$ cat src/rtl/ex_mem_stage_if.sv
// Execute-stage bus: ID/EX register contents and forwarding sources flow in,
// EX/MEM register contents and the front-end stall flow out.
interface ex_mem_stage_if #(
   parameter int DATA_W = 32
);
   // ID/EX register contents
   logic [1:0]        wb_in;
   logic [2:0]        m_in;
   logic [3:0]        ex_in;
   logic [DATA_W-1:0] data_a;
   logic [DATA_W-1:0] data_b;
   logic [DATA_W-1:0] imm_value;
   logic [4:0]        reg_rs;
   logic [4:0]        reg_rt;
   logic [4:0]        reg_rd;
   // forwarding sources from the later stages
   logic              mem_reg_write;
   logic [4:0]        mem_rd;
   logic [DATA_W-1:0] mem_alu_result;
   logic              wb_reg_write;
   logic [4:0]        wb_rd;
   logic [DATA_W-1:0] wb_data;
   // stage outputs
   logic              stall;
   logic [1:0]        wb_out;
   logic [2:0]        m_out;
   logic [DATA_W-1:0] alu_result;
   logic [DATA_W-1:0] store_data;
   logic [4:0]        dest_reg;
   logic              zero;

   // the execute stage itself
   modport slave (
      input  wb_in, m_in, ex_in, data_a, data_b, imm_value, reg_rs, reg_rt, reg_rd,
      input  mem_reg_write, mem_rd, mem_alu_result, wb_reg_write, wb_rd, wb_data,
      output stall, wb_out, m_out, alu_result, store_data, dest_reg, zero
   );

   // the surrounding pipeline (decode, memory and writeback stages)
   modport master (
      output wb_in, m_in, ex_in, data_a, data_b, imm_value, reg_rs, reg_rt, reg_rd,
      output mem_reg_write, mem_rd, mem_alu_result, wb_reg_write, wb_rd, wb_data,
      input  stall, wb_out, m_out, alu_result, store_data, dest_reg, zero
   );
endinterface

$ cat src/rtl/ex_mem_stage.sv
// Execute stage with the EX/MEM pipeline register.
// Operand forwarding from MEM (priority) and WB, single-cycle ALU ops, and a
// DATA_W-step shift-add multiplier that stalls the front end while it runs.
module ex_mem_stage #(
   parameter int DATA_W = 32,
   parameter int FWD_EN = 1
) (
   input  logic          clock,
   input  logic          reset,
   ex_mem_stage_if.slave bus
);

   localparam int              CNT_W     = (DATA_W > 1) ? $clog2(DATA_W) : 1;
   localparam logic [CNT_W-1:0] LAST_STEP = CNT_W'(DATA_W - 1);

   localparam logic [5:0] FN_MUL = 6'h18;
   localparam logic [5:0] FN_ADD = 6'h20;
   localparam logic [5:0] FN_SUB = 6'h22;
   localparam logic [5:0] FN_AND = 6'h24;
   localparam logic [5:0] FN_OR  = 6'h25;
   localparam logic [5:0] FN_NOR = 6'h27;
   localparam logic [5:0] FN_SLT = 6'h2A;

   typedef enum logic [1:0] {
      S_IDLE = 2'b00,
      S_BUSY = 2'b01,
      S_DONE = 2'b10
   } state_t;

   // decoded control
   logic              reg_dst_s;
   logic [1:0]        alu_op_s;
   logic              alu_src_s;
   logic [5:0]        funct_s;
   logic              mul_req_s;

   // datapath
   logic [DATA_W-1:0] fwd_a_s;
   logic [DATA_W-1:0] fwd_b_s;
   logic [DATA_W-1:0] op_b_s;
   logic [DATA_W-1:0] alu_res_s;
   logic              stall_s;
   logic              capture_s;
   logic [DATA_W-1:0] cap_val_s;
   logic              stall_out_s;

   // multiplier state
   state_t            state_q, state_d;
   logic [CNT_W-1:0]  cnt_q, cnt_d;
   logic [DATA_W-1:0] mul_a_q, mul_a_d;
   logic [DATA_W-1:0] mul_b_q, mul_b_d;
   logic [DATA_W-1:0] acc_q, acc_d;

   // EX/MEM register
   logic [1:0]        wb_out_q, wb_out_d;
   logic [2:0]        m_out_q, m_out_d;
   logic [DATA_W-1:0] alu_result_q, alu_result_d;
   logic [DATA_W-1:0] store_data_q, store_data_d;
   logic [4:0]        dest_reg_q, dest_reg_d;
   logic              zero_q, zero_d;

   assign reg_dst_s = bus.ex_in[3];
   assign alu_op_s  = bus.ex_in[2:1];
   assign alu_src_s = bus.ex_in[0];
   assign funct_s   = bus.imm_value[5:0];
   assign mul_req_s = (alu_op_s == 2'b10) && (funct_s == FN_MUL);

   // Forwarding muxes: a pending write in MEM is newer than one in WB; r0 never forwards.
   always_comb begin
      fwd_a_s = bus.data_a;
      fwd_b_s = bus.data_b;
      if ((FWD_EN != 0) && bus.mem_reg_write && (bus.mem_rd != 5'd0) && (bus.mem_rd == bus.reg_rs)) begin
         fwd_a_s = bus.mem_alu_result;
      end else if ((FWD_EN != 0) && bus.wb_reg_write && (bus.wb_rd != 5'd0) && (bus.wb_rd == bus.reg_rs)) begin
         fwd_a_s = bus.wb_data;
      end else begin
         fwd_a_s = bus.data_a;
      end
      if ((FWD_EN != 0) && bus.mem_reg_write && (bus.mem_rd != 5'd0) && (bus.mem_rd == bus.reg_rt)) begin
         fwd_b_s = bus.mem_alu_result;
      end else if ((FWD_EN != 0) && bus.wb_reg_write && (bus.wb_rd != 5'd0) && (bus.wb_rd == bus.reg_rt)) begin
         fwd_b_s = bus.wb_data;
      end else begin
         fwd_b_s = bus.data_b;
      end
   end

   // Single-cycle ALU; MUL yields 0 here because its result comes from the FSM accumulator.
   always_comb begin
      op_b_s    = alu_src_s ? bus.imm_value : fwd_b_s;
      alu_res_s = {DATA_W{1'b0}};
      case (alu_op_s)
         2'b00: alu_res_s = fwd_a_s + op_b_s;
         2'b01: alu_res_s = fwd_a_s - op_b_s;
         2'b11: alu_res_s = fwd_a_s | op_b_s;
         2'b10: begin
            case (funct_s)
               FN_ADD:  alu_res_s = fwd_a_s + op_b_s;
               FN_SUB:  alu_res_s = fwd_a_s - op_b_s;
               FN_AND:  alu_res_s = fwd_a_s & op_b_s;
               FN_OR:   alu_res_s = fwd_a_s | op_b_s;
               FN_NOR:  alu_res_s = ~(fwd_a_s | op_b_s);
               FN_SLT:  alu_res_s = ($signed(fwd_a_s) < $signed(op_b_s)) ? DATA_W'(1'b1) : {DATA_W{1'b0}};
               default: alu_res_s = {DATA_W{1'b0}};
            endcase
         end
         default: alu_res_s = {DATA_W{1'b0}};
      endcase
   end

   // Multiplier FSM: latch operands, DATA_W add-shift steps, then hand the product to EX/MEM.
   always_comb begin
      state_d   = state_q;
      cnt_d     = cnt_q;
      mul_a_d   = mul_a_q;
      mul_b_d   = mul_b_q;
      acc_d     = acc_q;
      stall_s   = 1'b0;
      capture_s = 1'b0;
      cap_val_s = alu_res_s;
      case (state_q)
         S_IDLE: begin
            if (mul_req_s) begin
               stall_s = 1'b1;
               mul_a_d = fwd_a_s;
               mul_b_d = fwd_b_s;
               acc_d   = {DATA_W{1'b0}};
               cnt_d   = {CNT_W{1'b0}};
               state_d = S_BUSY;
            end else begin
               capture_s = 1'b1;
               cap_val_s = alu_res_s;
            end
         end
         S_BUSY: begin
            stall_s = 1'b1;
            if (mul_a_q[0]) begin
               acc_d = acc_q + mul_b_q;
            end else begin
               acc_d = acc_q;
            end
            mul_a_d = mul_a_q >> 1;
            mul_b_d = mul_b_q << 1;
            if (cnt_q == LAST_STEP) begin
               cnt_d   = {CNT_W{1'b0}};
               state_d = S_DONE;
            end else begin
               cnt_d = cnt_q + CNT_W'(1);
            end
         end
         S_DONE: begin
            capture_s = 1'b1;
            cap_val_s = acc_q;
            state_d   = S_IDLE;
         end
         default: begin
            state_d = S_IDLE;
         end
      endcase
   end

   // EX/MEM next value: capture a result or insert a bubble that keeps the data fields.
   always_comb begin
      wb_out_d     = 2'b00;
      m_out_d      = 3'b000;
      alu_result_d = alu_result_q;
      store_data_d = store_data_q;
      dest_reg_d   = dest_reg_q;
      zero_d       = zero_q;
      if (capture_s) begin
         wb_out_d     = bus.wb_in;
         m_out_d      = bus.m_in;
         alu_result_d = cap_val_s;
         store_data_d = fwd_b_s;
         dest_reg_d   = reg_dst_s ? bus.reg_rd : bus.reg_rt;
         zero_d       = (cap_val_s == {DATA_W{1'b0}});
      end else begin
         wb_out_d = 2'b00;
         m_out_d  = 3'b000;
      end
   end

   // Stall is suppressed while reset is held so the front end is never frozen by stale state.
   always_comb begin
      stall_out_s = 1'b0;
      if (reset) begin
         stall_out_s = 1'b0;
      end else begin
         stall_out_s = stall_s;
      end
   end

   // State and pipeline registers; reset aborts any multiply in flight.
   always_ff @(posedge clock) begin
      if (reset) begin
         state_q      <= S_IDLE;
         cnt_q        <= {CNT_W{1'b0}};
         mul_a_q      <= {DATA_W{1'b0}};
         mul_b_q      <= {DATA_W{1'b0}};
         acc_q        <= {DATA_W{1'b0}};
         wb_out_q     <= 2'b00;
         m_out_q      <= 3'b000;
         alu_result_q <= {DATA_W{1'b0}};
         store_data_q <= {DATA_W{1'b0}};
         dest_reg_q   <= 5'd0;
         zero_q       <= 1'b0;
      end else begin
         state_q      <= state_d;
         cnt_q        <= cnt_d;
         mul_a_q      <= mul_a_d;
         mul_b_q      <= mul_b_d;
         acc_q        <= acc_d;
         wb_out_q     <= wb_out_d;
         m_out_q      <= m_out_d;
         alu_result_q <= alu_result_d;
         store_data_q <= store_data_d;
         dest_reg_q   <= dest_reg_d;
         zero_q       <= zero_d;
      end
   end

   assign bus.stall      = stall_out_s;
   assign bus.wb_out     = wb_out_q;
   assign bus.m_out      = m_out_q;
   assign bus.alu_result = alu_result_q;
   assign bus.store_data = store_data_q;
   assign bus.dest_reg   = dest_reg_q;
   assign bus.zero       = zero_q;

endmodule

$ cat src/flat_wrapper.sv
// flat-port wrapper written by rule: the top's interface ports become plain ports
module ex_mem_stage_flat 
#(
   parameter int DATA_W = 32,
   parameter int FWD_EN = 1
)
  (clock, reset, bus_wb_in, bus_m_in, bus_ex_in, bus_data_a, bus_data_b, bus_imm_value, bus_reg_rs, bus_reg_rt, bus_reg_rd, bus_mem_reg_write, bus_mem_rd, bus_mem_alu_result, bus_wb_reg_write, bus_wb_rd, bus_wb_data, bus_stall, bus_wb_out, bus_m_out, bus_alu_result, bus_store_data, bus_dest_reg, bus_zero);
  ex_mem_stage_if #(.DATA_W(DATA_W)) bus_i ();
  input  logic clock;
  input  logic reset;
  input wire logic [$bits(bus_i.wb_in)-1:0] bus_wb_in;
  input wire logic [$bits(bus_i.m_in)-1:0] bus_m_in;
  input wire logic [$bits(bus_i.ex_in)-1:0] bus_ex_in;
  input wire logic [$bits(bus_i.data_a)-1:0] bus_data_a;
  input wire logic [$bits(bus_i.data_b)-1:0] bus_data_b;
  input wire logic [$bits(bus_i.imm_value)-1:0] bus_imm_value;
  input wire logic [$bits(bus_i.reg_rs)-1:0] bus_reg_rs;
  input wire logic [$bits(bus_i.reg_rt)-1:0] bus_reg_rt;
  input wire logic [$bits(bus_i.reg_rd)-1:0] bus_reg_rd;
  input wire logic [$bits(bus_i.mem_reg_write)-1:0] bus_mem_reg_write;
  input wire logic [$bits(bus_i.mem_rd)-1:0] bus_mem_rd;
  input wire logic [$bits(bus_i.mem_alu_result)-1:0] bus_mem_alu_result;
  input wire logic [$bits(bus_i.wb_reg_write)-1:0] bus_wb_reg_write;
  input wire logic [$bits(bus_i.wb_rd)-1:0] bus_wb_rd;
  input wire logic [$bits(bus_i.wb_data)-1:0] bus_wb_data;
  output wire logic [$bits(bus_i.stall)-1:0] bus_stall;
  output wire logic [$bits(bus_i.wb_out)-1:0] bus_wb_out;
  output wire logic [$bits(bus_i.m_out)-1:0] bus_m_out;
  output wire logic [$bits(bus_i.alu_result)-1:0] bus_alu_result;
  output wire logic [$bits(bus_i.store_data)-1:0] bus_store_data;
  output wire logic [$bits(bus_i.dest_reg)-1:0] bus_dest_reg;
  output wire logic [$bits(bus_i.zero)-1:0] bus_zero;
  assign bus_i.wb_in = bus_wb_in;
  assign bus_i.m_in = bus_m_in;
  assign bus_i.ex_in = bus_ex_in;
  assign bus_i.data_a = bus_data_a;
  assign bus_i.data_b = bus_data_b;
  assign bus_i.imm_value = bus_imm_value;
  assign bus_i.reg_rs = bus_reg_rs;
  assign bus_i.reg_rt = bus_reg_rt;
  assign bus_i.reg_rd = bus_reg_rd;
  assign bus_i.mem_reg_write = bus_mem_reg_write;
  assign bus_i.mem_rd = bus_mem_rd;
  assign bus_i.mem_alu_result = bus_mem_alu_result;
  assign bus_i.wb_reg_write = bus_wb_reg_write;
  assign bus_i.wb_rd = bus_wb_rd;
  assign bus_i.wb_data = bus_wb_data;
  assign bus_stall = bus_i.stall;
  assign bus_wb_out = bus_i.wb_out;
  assign bus_m_out = bus_i.m_out;
  assign bus_alu_result = bus_i.alu_result;
  assign bus_store_data = bus_i.store_data;
  assign bus_dest_reg = bus_i.dest_reg;
  assign bus_zero = bus_i.zero;
  ex_mem_stage #(.DATA_W(DATA_W), .FWD_EN(FWD_EN)) u_core (.clock(clock), .reset(reset), .bus(bus_i));
endmodule
$ cat config.mk
export PLATFORM = sky130hd
export DESIGN_NAME = ex_mem_stage_flat
export DESIGN_NICKNAME = d
export VERILOG_FILES = /design/src/rtl/ex_mem_stage_if.sv /design/src/rtl/ex_mem_stage.sv /design/src/flat_wrapper.sv
export SDC_FILE = /design/constraint.sdc
export NUM_CORES = 1
export LEC_CHECK = 0
export BUFFER_PORTS_ARGS = -buffer_cell sky130_fd_sc_hd__buf_4
export CAP_MARGIN = 0
export CORE_MARGIN = 2
export CORE_UTILIZATION = 30
export DETAILED_ROUTE_END_ITERATION = 7
export GPL_ROUTABILITY_DRIVEN = 0
export PLACE_DENSITY = 0.49
export SETUP_SLACK_MARGIN = 0.15
export SYNTH_ARGS = -nofsm -noshare
export SYNTH_HDL_FRONTEND = slang
export SYNTH_SLANG_ARGS = --single-unit
$ cat constraint.sdc
create_clock -name clock -period 16.8 [get_ports clock]
set_clock_uncertainty 0.15 [all_clocks]
set_input_delay 3.36 -clock clock [delete_from_list [all_inputs] [get_ports clock]]
set_output_delay 3.36 -clock clock [all_outputs]
set_load 0.01 [all_outputs]
==> impl_metrics.ini, run 1 <==
[run_status]
status = completed

[synthesis]
netlist_top_cells_area = dfxtp_1, a21oi_1, ha_1, mux2i_1, nand2_1
yosys_warnings = 0
synth_seq_area_share = 0.207
synth_top_area_cell = dfxtp_1
syn_area_um2 = 17200
synth_cell_types = 94
async_flop_share = 0
synth_edf_count = 0
yosys_register_bits = 178
postSynthCellCount = 2447
syn_area_per_cell_um2 = 7.02
synth_top_area_frac = 0.207
synth_nets = 2777
ys.flop_type = dfxtp_1

[placement]
place_inst = 3364
io_buffers = 273
dp_hpwl_um = 63000
dpl_cell_area_um2 = 20000

[setup_path]
cp_data_arrival_time_ns = 10.38
crit_family = compound AO/OA/AOI/OAI gates
critical_path_class = in2reg
cp.buffers_inverters = 2
critPathRequiredTime_ns = 17.04
cpMaxStageDelayCell = o41ai_1
start_kind = primary input
worstPathMaxFanout = 32
max_stage_delay_ns = 0.90
crit_path_end_kind = flip-flop
crit_chain = buf_4, or4_1, o21ai_0, nor4_2, buf_4, mux2i_1, o21ai_0, mux2i_1, ha_1, or4b_1, a2111o_1, nand3_1, a311oi_1, o41ai_4, o21ai_1, o41ai_1, nor4_1, nand4b_1, nor4_2, a31o_1

[routing]
vias = 19500
totalWireLength_um = 83200
vias_per_cell = 5.75
antenna_left = 0
first_pass_iters = 6
drc = 0
drt_first_iter_violations = 2055
wire_per_inst_um = 24.5

[layout]
final_cells = 3396
fillerInstances = 6018
antenna_cells = 0
nets = 2957
final_common_cell = a21oi_1
layout_common_cells = a21oi_1, buf_4, nand2_1
post-route-util = 0.365
final_area_um2 = 20600
areaGrowthSynthToFinish_pct = 20.1
drive_gt1_frac = 0.154

[timing]
tightest_slew_ns = 1.24
period_share = 0.604
slew_headroom = 0.170
min_period_ns = 10.14
hold_slack_ns = 0.307
setup-tns-final_ns = 0
timing.fmax_mhz = 98.6
drv_slew = 0
final-setup-viol-count = 0
hold_viol_final = 0
rsz0062_at_grt = no

[floorplanning]
rows = 87
dieHeight_um = 243
ios = 274
coreArea_um2 = 56500
start_util = 0.304
dieWidth_um = 243
dieArea_um2 = 59200

[power]
ir_worst_vdd_mv = 0.0793
p_leak_nw = 8.69
powerDensity_nw_per_um2 = 73.4

[clocking]
ctsHoldBuffers = 0
numCtsBuffers = 17
cts_tree = done
cts-resized-gates = 0
clk_pin_slew_ns = 0.08
clk_latency_ns = 0.50
cts_sinks = 178
clock-root-buffer = clkbuf_16
cts_setup_buffers = 0
htreeDepth = 4
cts_buffer_depth = 2

[min_path]
hold_class = reg2reg

[grt]
grt_pass1_wl_um = 121000
grt_util_all_layers = 0.273
grt_overflow = 0
grt_max_degree = 85
grt_pass1_vias = 18600
antenna_found_initial = 4

[run]
max_cap_viol_count = 0
==> cell usage after synthesis (6+ instances only) <==
cell type  instances
clkbuf_1         131
o22ai_1           17
nor2_1           237
xnor2_1           69
a22o_1             8
a21o_1            36
xor2_1            24
o31ai_1           17
o211ai_1          12
mux2_2             8
nor4_1            16
o21a_1            16
o21bai_1          13
a22oi_1           28
or3_1             10
buf_2              7
nand3_1           35
nand4_1            8
nor3b_1            6
o221ai_1          17
buf_1             22
nor2b_1           15
inv_1            180
dfxtp_1          178
a221o_1           10
ha_1             129
nand2b_1          24
and2_1             9
a21boi_0           7
a2111oi_0          6
nand2_1          267
or4_1              6
nor3_1            34
a21oi_1          367
and3_1             9
a31oi_1           35
mux2i_1          106
o21ai_0          163
a211oi_1          39
==> worst reg2reg max path, cell delays in order (launching register included) <==
cell and delay (ns):
dfxtp_4 0.51, buf_4 0.58, nor2b_1 0.19, buf_4 0.29
nor2_1 0.67, o221a_2 0.36, o311a_1 0.17, o21ai_0 0.07
o22a_1 0.21, o211ai_1 0.34, nor4b_1 0.34, nand4b_1 0.21
nor4_2 0.28, a31o_1 0.16
==> final cells by class <==
type                            instances  area, um2  area share
Multi-Input combinational cell       1923      12300       0.598
Sequential cell                       178       3570       0.173
Timing Repair Buffer                  326       2450       0.119
Tap cell                              756        946      0.0458
Inverter                              181        679      0.0329
Clock buffer                           18        429      0.0208
Clock inverter                         14        219      0.0106
==> per-layer routing <==
metal	routed length [um]	part of all wire	global-route usage
met1	35300	0.42	0.355
met2	35200	0.42	0.411
met3	7790	0.094	0.0718
met4	4870	0.059	0.146
met5	12	0.00014	0
==> worst paths after layout <==
| path | startpoint | endpoint | slack, ns | depth (start not counted) |
|---|---|---|---|---|
| min | u_core.bus.store_data[14]$_SDFFE_PP0P_ | u_core.bus.store_data[14]$_SDFFE_PP0P_ | 0.31 | 2 |
| max reg2reg | u_core.state_q[0]$_SDFFE_PP0P_ | u_core.bus.zero$_SDFFE_PP0P_ | 12.21 | 13 |
| min reg2reg | u_core.bus.store_data[14]$_SDFFE_PP0P_ | u_core.bus.store_data[14]$_SDFFE_PP0P_ | 0.31 | 2 |
| max | bus_wb_rd[0] | u_core.bus.zero$_SDFFE_PP0P_ | 6.66 | 20 |
==> cell families (layout without fill, tap and decap cells) <==
| kind of cell | count (synthesis) | in the layout | share of synthesized area |
|---|---|---|---|
| AO/OA/AOI/OAI | 875 | 875 | 0.318 |
| XOR/XNOR | 93 | 93 | 0.0474 |
| adder cells (fa/ha/maj) | 132 | 132 | 0.0974 |
| buffers and inverters | 346 | 539 | 0.0778 |
| flip-flops | 178 | 178 | 0.207 |
| multiplexers | 114 | 114 | 0.0670 |
| AND/OR/NAND/NOR | 709 | 709 | 0.185 |
==> power by group <==
group	switching, W	total [W]	internal [W]
Combinational	0.000377	0.000601	0.000223
Clock	0.000207	0.000461	0.000254
Sequential	0.0000128	0.000453	0.000441
==> through the flow <==
| step | total power [W] | worst slack [ns] |
|---|---|---|
| final | 0.00152 | 6.66 |
| after floorplan | 0.000813 | 8.07 |
| after global routing | 0.00158 | 6.63 |
| after CTS | 0.00151 | 6.94 |
| after detailed placement | 0.00105 | 6.43 |
| after global placement | 0.00104 | 6.09 |
Note: power is estimated with default switching activity, not from simulation.
==> run 2, diff against run 1 <==
--- a/config.mk
+++ b/config.mk
@@ -5,13 +5,14 @@
 export SDC_FILE = /design/constraint.sdc
 export NUM_CORES = 1
 export LEC_CHECK = 0
+export ABC_AREA = 1
 export BUFFER_PORTS_ARGS = -buffer_cell sky130_fd_sc_hd__buf_4
 export CAP_MARGIN = 0
 export CORE_MARGIN = 2
 export CORE_UTILIZATION = 30
 export DETAILED_ROUTE_END_ITERATION = 7
 export GPL_ROUTABILITY_DRIVEN = 0
-export PLACE_DENSITY = 0.49
+export PLACE_DENSITY = 0.48
 export SETUP_SLACK_MARGIN = 0.15
 export SYNTH_ARGS = -nofsm -noshare
 export SYNTH_HDL_FRONTEND = slang
==> constraint.sdc (replaced) <==
create_clock -name clock -period 9.8 [get_ports clock]
set_clock_uncertainty 0.15 [all_clocks]
set_input_delay 1.96 -clock clock [delete_from_list [all_inputs] [get_ports clock]]
set_output_delay 1.96 -clock clock [all_outputs]
set_load 0.01 [all_outputs]
==> impl_metrics.ini, run 2 <==
[run_status]
status = completed

[run]
max_cap_viol_count = 0

[routing]
first_pass_iters = 8
drc = 0
antenna_left = 0
wire_per_inst_um = 22.2
vias_per_cell = 5.18
drt_first_iter_violations = 2179
totalWireLength_um = 95000
vias = 22200

[timing]
final-setup-viol-count = 0
period_share = 0.804
tightest_slew_ns = 1.34
timing.fmax_mhz = 127
min_period_ns = 7.88
hold_viol_final = 0
rsz0062_at_grt = no
hold_slack_ns = 0.327
slew_headroom = 0.0969
drv_slew = 0
setup-tns-final_ns = 0

[layout]
final_common_cell = nand2_1
register_area_um2 = 3560
antenna_cells = 0
drive_gt1_frac = 0.127
layout_common_cells = nand2_1, inv_1, buf_4
final_area_um2 = 22000
areaGrowthSynthToFinish_pct = 17.9
multi_input_area_um2 = 12400
post-route-util = 0.357
fillerInstances = 7039
nets = 3767

[synthesis]
synth_top_area_cell = dfxtp_1
synth_cell_types = 48
synth_nets = 3587
syn_area_per_cell_um2 = 5.73
yosys.cell_count.top_type = nand2_1
synth_top_area_frac = 0.191
yosys_register_bits = 178
synth_edf_count = 0
ys.flop_type = dfxtp_1
postSynthCellCount = 3257
synth_common_cells = nand2_1, inv_1, nor2_1
synth_seq_area_share = 0.191
async_flop_share = 0
netlist_top_cells_area = dfxtp_1, nand2_1, inv_1, ha_1, o21ai_0
yosys_warnings = 0
syn_area_um2 = 18700

[min_path]
hold_class = reg2reg
hold_start = u_core.cnt_q[4]$_SDFFE_PP0P_
whs_path_depth = 2

[grt]
grt_overflow = 0
grt_util_all_layers = 0.292
grt_max_degree = 88
grt_pass1_vias = 20600
antenna_found_initial = 0
grt_pass1_wl_um = 137000

[clocking]
cts_sinks = 178
htreeDepth = 4
numCtsBuffers = 17
clk_latency_ns = 0.52
clk_pin_slew_ns = 0.09
cts_buffer_depth = 2
cts_setup_buffers = 0
cts_tree = done
ctsHoldBuffers = 0
clock-root-buffer = clkbuf_16
cts-resized-gates = 0

[power]
fin_total_pwr_w = 0.00261
powerDensity_nw_per_um2 = 119
p_leak_nw = 11.6
ir_worst_vdd_mv = 0.0805

[placement]
dp_hpwl_um = 76000
dpl_cell_area_um2 = 21400
io_buffers = 273

[setup_path]
critical_path_class = in2reg
crit_path_end_kind = flip-flop
rr_worst_depth = 6
worstReg2RegStart = u_core.state_q[1]$_SDFFE_PP0P_
worstPathMaxFanout = 38
worstSetupStartpoint = bus_reg_rt[0]
start_kind = primary input
critPathRequiredTime_ns = 10.10
cp_data_arrival_time_ns = 8.18

[floorplanning]
start_util = 0.303
dieHeight_um = 253
ios = 274
dieWidth_um = 253
coreArea_um2 = 61600
rows = 91
dieArea_um2 = 64200
-- run 2: cell types whose count changed in the layout (fill, tap and decap cells not counted), moves of 30 or more --
cell / previous run / this run
inv_1: 180 / 531
o21ai_0: 151 / 261
o211ai_1: 12 / 81
nor2_1: 235 / 268
nand2_1: 267 / 902
o22ai_1: 17 / 87
a211oi_1: 39 / 2
mux2i_1: 106 / 0
a21o_1: 36 / 6
xnor2_1: 69 / 7
nand3_1: 35 / 161
a21oi_1: 367 / 234
a31oi_1: 35 / 4
-- run 2: power breakdown --
group          switching, W  internal [W]
Sequential        0.0000204      0.000752
Clock              0.000382      0.000372
Combinational      0.000745      0.000341
-- run 2: cell type report --
| class | count | area share |
|---|---|---|
| clock buffers | 17 | 0.0193 |
| inverters | 548 | 0.0937 |
| well taps | 837 | 0.0476 |
| repair buffers | 309 | 0.105 |
| multi-input cells | 2383 | 0.563 |
| flip-flops and latches | 178 | 0.162 |
| clock inverters | 15 | 0.00875 |
-- run 2: cell families after synthesis --
family,share of synthesized area
xor+xnor,0.0164
simple gates,0.320
fa+ha+maj,0.0897
flops,0.191
buf+inv,0.148
compound gates,0.235
-- run 2: through the flow --
step / setup slack [ns] / instances
floorplan: 4.08 / 3257
global placement: 1.55 / 4255
detailed placement: 1.63 / 4255
CTS: 2.14 / 4287
global route: 1.56 / 4287
finish: 1.92 / 4287
-- run 2: path summary, 6_finish.rpt --
check	to	slack, ns
max	u_core.bus.zero$_SDFFE_PP0P_	1.92
min	u_core.cnt_q[4]$_SDFFE_PP0P_	0.33
max reg2reg	u_core.mul_a_q[13]$_SDFFE_PP0P_	6.39
min reg2reg	u_core.cnt_q[4]$_SDFFE_PP0P_	0.33
-- run 2: worst max-delay path: stages --
cell and delay (ns):
buf_4 0.13, xor2_1 0.16, nor4_1 0.39, nand3_2 0.65
buf_4 0.43, o22ai_1 0.39, o21ai_0 0.19, inv_1 0.12
ha_1 0.28, inv_1 0.12, fa_1 0.55, inv_1 0.19
nand2_1 0.09, nand2_1 0.13, nand3_1 0.11, nand2_1 0.14
nand2_1 0.08, nand3_1 0.07, nand3_1 0.09, nand2_1 0.07
nand2_1 0.08, a21boi_0 1.02, nand2_1 0.13, nor2_1 0.13
nand4_1 0.11, nor2_1 0.11, nand4_1 0.10, a21oi_1 0.13
-- run 2: per-layer routing --
| metal | up-vias | part of all wire | global-route usage |
|---|---|---|---|
| li1 | 10800 | - | - |
| met1 | 10200 | 0.43 | 0.379 |
| met2 | 1016 | 0.44 | 0.460 |
| met3 | 150 | 0.087 | 0.0640 |
| met4 | 0 | 0.051 | 0.138 |
| met5 | - | 0 | 0 |
